$ cat src/rtl/data_mem_bank.sv
// data_mem_bank: single-port data memory bank for the load/store stage.
// It has per-byte write enables and a valid/ready request port with no
// response backpressure. Read latency is 1 or 2 cycles. Out-of-range
// addresses are flagged in the response. The array is swept to zero
// after reset, and again whenever clr is pulsed.

module data_mem_bank #(
    parameter int DEPTH    = 128,
    parameter int WIDTH    = 32,
    parameter int ADR_BITS = 32,
    parameter int READ_LAT = 1,
    parameter int BYTES    = WIDTH / 8
) (
    input  logic                clk,
    input  logic                rst_n,
    input  logic                clr,
    input  logic                req_valid,
    output logic                req_ready,
    input  logic                wen,
    input  logic [BYTES-1:0]    be,
    input  logic [ADR_BITS-1:0] adr,
    input  logic [WIDTH-1:0]    din,
    output logic                rsp_valid,
    output logic                rsp_wr,
    output logic                rsp_err,
    output logic [WIDTH-1:0]    dout,
    output logic                busy
);

    localparam int IDX_BITS = $clog2(DEPTH);

    typedef enum logic {
        CLEAR = 1'b0,
        RUN   = 1'b1
    } state_t;

    state_t              state;
    logic [IDX_BITS-1:0] sweep_cnt;
    logic                ready_q;
    logic                busy_q;

    logic [WIDTH-1:0]    mem [DEPTH];

    logic                accept;
    logic                in_range;
    logic [IDX_BITS-1:0] idx;
    logic [WIDTH-1:0]    rd_word;

    // Response pipeline; entry READ_LAT-1 drives the outputs.
    logic [READ_LAT-1:0] p_valid;
    logic [READ_LAT-1:0] p_wr;
    logic [READ_LAT-1:0] p_err;
    logic [WIDTH-1:0]    p_data [READ_LAT];

    assign accept   = req_valid && ready_q;
    assign in_range = (adr < ADR_BITS'(DEPTH));
    assign idx      = adr[IDX_BITS-1:0];
    // Out-of-range reads return zero and never touch the array.
    assign rd_word  = in_range ? mem[idx] : '0;

    // Control FSM: the sweep counter walks 0..DEPTH-1, then the bank opens for requests.
    always_ff @(posedge clk or negedge rst_n) begin
        if (!rst_n) begin
            state     <= CLEAR;
            sweep_cnt <= '0;
            ready_q   <= 1'b0;
            busy_q    <= 1'b1;
        end else begin
            case (state)
                CLEAR: begin
                    if (sweep_cnt == IDX_BITS'(DEPTH - 1)) begin
                        state     <= RUN;
                        sweep_cnt <= '0;
                        ready_q   <= 1'b1;
                        busy_q    <= 1'b0;
                    end else begin
                        sweep_cnt <= sweep_cnt + IDX_BITS'(1);
                    end
                end
                RUN: begin
                    if (clr) begin
                        state     <= CLEAR;
                        sweep_cnt <= '0;
                        ready_q   <= 1'b0;
                        busy_q    <= 1'b1;
                    end
                end
                default: begin
                    state     <= CLEAR;
                    sweep_cnt <= '0;
                    ready_q   <= 1'b0;
                    busy_q    <= 1'b1;
                end
            endcase
        end
    end

    // Array writes: the zero sweep while clearing, otherwise byte-masked in-range writes.
    // NOTE: the array has no reset branch on purpose; the sweep is what clears it, and a
    // reset on the storage would turn it into thousands of flops instead of a RAM.
    always_ff @(posedge clk) begin
        if (state == CLEAR) begin
            mem[sweep_cnt] <= '0;
        end else if (accept && wen && in_range) begin
            for (int i = 0; i < BYTES; i++) begin
                if (be[i]) begin
                    mem[idx][8*i +: 8] <= din[8*i +: 8];
                end
            end
        end
    end

    // Response pipeline. The data field only advances behind a read, so dout holds the
    // last read value across write responses.
    always_ff @(posedge clk or negedge rst_n) begin
        if (!rst_n) begin
            p_valid <= '0;
            p_wr    <= '0;
            p_err   <= '0;
            for (int i = 0; i < READ_LAT; i++) begin
                p_data[i] <= '0;
            end
        end else begin
            p_valid[0] <= accept;
            p_wr[0]    <= accept && wen;
            p_err[0]   <= accept && !in_range;
            if (accept && !wen) begin
                p_data[0] <= rd_word;
            end
            for (int i = 1; i < READ_LAT; i++) begin
                p_valid[i] <= p_valid[i-1];
                p_wr[i]    <= p_wr[i-1];
                p_err[i]   <= p_err[i-1];
                if (p_valid[i-1] && !p_wr[i-1]) begin
                    p_data[i] <= p_data[i-1];
                end
            end
        end
    end

    assign req_ready = ready_q;
    assign busy      = busy_q;
    assign rsp_valid = p_valid[READ_LAT-1];
    assign rsp_wr    = p_wr[READ_LAT-1];
    assign rsp_err   = p_err[READ_LAT-1];
    assign dout      = p_data[READ_LAT-1];

endmodule
$ cat config.mk
export PLATFORM = sky130hd
export DESIGN_NAME = data_mem_bank
export DESIGN_NICKNAME = d
export VERILOG_FILES = /design/src/rtl/data_mem_bank.sv
export SDC_FILE = /design/constraint.sdc
export NUM_CORES = 2
export LEC_CHECK = 0
export BUFFER_PORTS_ARGS = -buffer_cell sky130_fd_sc_hd__clkbuf_2
export CAP_MARGIN = 10
export CORE_MARGIN = 3
export CORE_UTILIZATION = 47
export CTS_CLUSTER_SIZE = 14
export DETAILED_ROUTE_END_ITERATION = 12
export PLACE_DENSITY_LB_ADDON = 0.15
export SLEW_MARGIN = 20
export SYNTH_ARGS = -nofsm -noshare
export SYNTH_HDL_FRONTEND = slang
export SYNTH_SLANG_ARGS = --single-unit
$ cat constraint.sdc
create_clock -name clk -period 5.1 [get_ports clk]
set_input_delay 0.255 -clock clk [delete_from_list [all_inputs] [get_ports clk]]
set_output_delay 0.255 -clock clk [all_outputs]
set_load 0.005 [all_outputs]
# --- Word level (Yosys, flattened, before mapping) ---
# Memories as Yosys holds them, arrays and structs flattened.
# Index checks and enable logic that the tools add are counted.
word_totals:
  ff_bits: 45
  latch_bits: 0
  out_inout_bits: 37
  n_memories: 1
  in_bits: 73
  mem_bits_rw: 4096
  romBits: 0
memory_table:
  columns: ["memory", "depth", "width", "rd", "rd_ports_with_merged_regs", "wr", "line_no", "source"]
  rows:
  - ["mem", 128, 32, 1, 0, 1, "42", "logic [WIDTH-1:0] mem [DEPTH];"]
classes:
  n_div: 0
  reduce_logical: 9
  mux: 33
  eq_ne: 3
  bitwise_logic: 1
  n_lt_le_gt_ge: 1
  n_mul: 0
  n_addsub: 1
  shift: 0
ops:
  columns: ["op", "count"]
  rows:
  - ["$mux 32", 2]
  - ["$lt 32x8->1 const B", 1]
  - ["$reduce_or 32->1", 1]
  - ["$mux 1", 23]
  - ["$mux 7", 3]
  - ["$pmux 7 s2", 1]
  - ["$add 7x1->7 const B", 1]
  - ["$eq 7x7->1 const B", 1]
  - ["$pmux 1 s2", 3]
  - ["$logic_and 1x1->1", 5]
  - ["$mux 4", 1]
  - ["$ne 2x2->1 const B", 2]
  - ["$logic_not 1->1", 2]
  - ["$reduce_and 2->1", 1]
  - ["$not 1->1", 1]

# --- Longest topological paths before layout ---
depth:
  word_depth: 8
  ltp_mapped: 11
  mapped_depth_nobuf: 7

# --- Worst setup path after synthesis ---
# OpenSTA, ideal clock, no wires.
synth_timing:
  path_type: "input to register"
  from: "input port adr[27]"
  to: "memory mem[0][10], data pin"
  arrival_time_ns: 3.427
  path_slack_ns: 1.138
  path_buffers: 3
  setup_time_ns: 0.535
  path_stages: 7
  path_cell_list: "nor4_1 > nand4_1 > nor4_2 > buf_4 > buf_4 > clkbuf_1 > and2_1"
synth_via:
  elab_chain_len: 7
  elab_cells_between_ends: 16
  classes_between: "order compare: 1; mux: 13; reduce/logical: 2"
synth_lines:
  columns: ["item", "line_no", "source"]
  rows:
  - ["start: declaration", "21", "input logic [ADR_BITS-1:0] adr,"]
  - ["$lt 32x8->1 *", "56", "assign in_range = (adr < ADR_BITS'(DEPTH));"]
  - ["$logic_and 1x1->1 *", "104", "end else if (accept && wen && in_range) begin"]
  - ["$mux 1", "104", null]
  - ["$mux 1", "102", "if (state == CLEAR) begin"]
  - ["$mux 1 (not written as such)", "107", "mem[idx][8*i +: 8] <= din[8*i +: 8];"]
  - ["$reduce_or 32->1 (no source line) *", null, null]
  - ["$mux 32 (no source line) *", null, null]
  - ["end: declaration", "42", null]
# Every way passes the cells marked *; elsewhere a longest branch is shown, timed or not.

# --- Worst setup path after layout ---
layout_timing:
  from: "register state"
  to: "memory mem[21][18], enable pin"
layout_via:
  elab_chain_len: 4
  elab_cells_between_ends: 12
  classes_between: "mux: 11; reduce/logical: 1"
layout_lines:
  columns: ["item", "line_no", "source"]
  rows:
  - ["start: declaration", "37", "state_t state;"]
  - ["start signal: assignment", "64", "state <= CLEAR;"]
  - ["start signal: assignment", "72", "state <= RUN;"]
  - ["start signal: assignment", "82", "state <= CLEAR;"]
  - ["$mux 1", "102", null]
  - ["$mux 1 (not written as such)", "107", null]
  - ["$reduce_or 32->1 (no source line)", null, null]
  - ["$mux 7 (no source line) / $mux 4 (equally long branches)", null, null]
# Parallel ways exist; a longest one is shown, timed or not.

==> flow_metrics.tcl <==
set metrics [dict create \
    status "completed" \
    critPathMaxStageDelay_ns 0.85 \
    numCtsBuffers 415 \
    worst-path-buf-inv 3 \
    grt_pass1_vias 79824 \
    floorplan.initialDensity_pct 47.33 \
    cts_tree "done" \
    path_cells "o41ai_1, nor4_4, buf_12, mux2i_4, buf_4, buf_4, nand3_2, nor2_1" \
    hpwl_mm 261.6 \
    via_count 79328 \
    synth-compound-area-share_pct 3.325 \
    yosysSeqAreaShare_pct 77.72 \
    hold_end "mem[108][31]" \
    die_w_um 588.9 \
    reg2reg_to "mem[21][18]" \
    hold_buffers 25 \
    cts_root_buf "clkbuf_16" \
    max_freq_mhz 224.8 \
    period_needed_ns 4.449 \
    synthAdderAreaFrac_pct 0.007834 \
    tightest_slew_ns 1.159 \
    cap_violations 0 \
    rsz0062_at_grt "false" \
    fill_cells 25761 \
    vdd_ir_drop_max_mv 0.3758 \
    reg2regPathDepth 8 \
    ys_types 64 \
    detail-route-antenna-nets 0 \
    clock_sinks 4141 \
    hold_path_class "primary input to register" \
    path_max_fanout 35 \
    synth_commonest_cells "4096 x edfxtp_1, 878 x mux4_2, 533 x nor2_1" \
    reg2reg_slack_ns 0.65 \
    synth_ff_type "edfxtp_1" \
    yosysWarnings 0 \
    netlist.area_leader.share_pct 77.02 \
    grt_usage_pct 24.57 \
    io_pins 110 \
    worstSetupPathType "register to register" \
    cpMaxStageDelayCell "dfrtp_1" \
    yosys_register_bits 4141 \
    register_area_um2 124100 \
    grt_pass1_wl_mm 610.0 \
    nets 8049 \
    syn-cell-area_um2 159700 \
    drt_iter0_drc 9139 \
    grt_max_degree 129 \
    cts_resized 0 \
    hold_depth 2 \
    yosys.area.top_type "edfxtp_1" \
    clk_pin_slew_ns 0.06 \
    period_share_pct 87.23 \
    syn2layout_area_growth_pct 13.63 \
    setup_viol 0 \
    synth_top_family_by_area "multiplexers" \
    port-buffer-count 109 \
    cp_data_arrival_time_ns 4.99 \
    yosysMostFrequentCell "edfxtp_1" \
    p_per_area_nw_per_um2 415.5 \
    gp_congestion 0.8385 \
    synth_fp_nets 7645 \
    die_y_um 588.9 \
    muxShareOfSynthArea_pct 14.86 \
    first_pass_iters 6 \
    critPathTopFamily "simple AND/OR/NAND/NOR gates" \
    slew_headroom_pct 22.56 \
    total_leakage_power_uw 0.06072 \
    r2r_start "state" \
    hold_violations 0 \
    wl_per_cell_um 33.49 \
    dieArea_um2 346800 \
    holdWs_ns 0.01552 \
    end_kind "register" \
    routed_wl_mm 429.9 \
    power.total_uw 75410 \
    cts_max_path_buffers 4 \
    cpMostUsedCell "buf_4" \
    clkLatencyLatePin_ns 0.96 \
    synth_simple_gate_area_share_pct 2.746 \
    drcViolationCount 0 \
    grt_overflow 0 \
    fp.coreArea_um2 337400 \
    cp-start-kind "register" \
    slew_violations 0 \
    synth_xor_area_share_pct 0.005484 \
    multiInputGateArea_um2 33730 \
    hp-start "din[31]" \
    synth.area.top_cells "edfxtp_1 77%, mux4_2 12%, mux2i_1 2.3%, nor2_1 1.3%, a22oi_1 1.2%" \
    required_ns 5.65 \
    syn_inst 7571 \
    htreeDepth 5 \
    viasPerCell 6.180 \
    cts_setup_buffers 0 \
    async_reset_ff_share_pct 1.087 \
    place_area_um2 167600 \
    postLayoutCellArea_um2 181500 \
    synth_edf_count 4096 \
    finClkSkew_ns 0.05528 \
    drive_above_1_share_pct 24.52 \
    syn_area_per_cell_um2 21.09 \
    antenna_found_initial 16 \
    setup-tns-final_ns 0 \
    rows 213 \
]
-- cell usage in the layout, fill, tap and decap left out, types with 9 or more instances in the layout --
master	count
mux4_2	878
o2111ai_1	16
clkinv_1	95
clkinvlp_4	17
o221ai_1	60
dlygate4sd3_1	25
o21bai_1	9
clkbuf_2	104
mux2i_1	366
a221oi_1	61
bufinv_16	51
a211oi_1	41
a21oi_1	64
clkbuf_1	67
nor2_1	530
edfxtp_1	4096
nand3_2	42
o22ai_1	40
clkinv_2	78
dfrtp_1	44
nand3_1	100
and2_4	33
o21ai_0	103
a22oi_1	250
buf_12	84
nand2b_1	10
a21boi_0	31
a31oi_1	28
clkbuf_16	421
nand4_1	62
and3_1	28
buf_4	241
nand2_1	93
mux2_2	17
-- state kept, by name (all words and copies together) (netlist names) --
signal and cells:
sweep_cnt 7, rsp_valid 1, dout 32, busy 1
rsp_wr 1, req_ready 1, rsp_err 1, state 1
mem 4096
-- layer usage --
| metal | GRT usage [%] | vias up | wire [um] |
|---|---|---|---|
| li1 | - | 32608 | - |
| met1 | 35.63 | 42466 | 176500 |
| met2 | 38.47 | 3688 | 203700 |
| met3 | 4.937 | 560 | 37970 |
| met4 | 6.249 | 6 | 11520 |
| met5 | 0.4789 | - | 255 |
-- how the worst max path moves through the flow --
stage	startpoint	endpoint	slack, ns	depth (start not counted)
4_1_cts	state	mem[87][21]	0.77	8
3_3_place_gp	adr[27]	mem[87][19]	0.09	11
2_1_floorplan	adr[27]	mem[0][10]	1.14	7
3_5_place_dp	adr[27]	mem[87][16]	0.1	11
6_report	state	mem[21][18]	0.65	8
5_1_grt	state	mem[21][20]	0.64	8
-- kinds of logic after synthesis --
family                     Yosys count
DFF                               4141
muxes                             1268
and+or+nand+nor                    944
AOI/OAI and AO/OA                  737
buffers and inverters              479
xor gates and xnor gates             1
adders and majority gates            1
-- power by group --
part	internal, uW	switching [uW]	total [uW]	leakage (uW)
clock network	17800	12900	30700	0.00665
registers	37900	240	38100	0.0410
logic	1760	4850	6610	0.0131
-- final cells by class --
| cell class | instances | share of cell area [%] |
|---|---|---|
| sequential | 4141 | 68.40 |
| multi-input combinational | 2951 | 18.59 |
| clock buffer | 492 | 5.974 |
| tap | 4515 | 3.113 |
| timing repair buffer | 458 | 2.374 |
| clock inverter | 267 | 1.529 |
| inverter | 8 | 0.01931 |
| antenna | 5 | 0.006895 |
-- stage by stage --
stage,worst slack [ns],std cells,util (%)
finish,0.6511,12837,53.79
global route,0.6421,12834,53.78
CTS,0.7710,12831,53.78
detailed placement,0.09599,12047,49.67
global placement,0.09098,12047,49.67
floorplan,1.138,7571,-
Note: power is estimated with default switching activity, not from simulation.
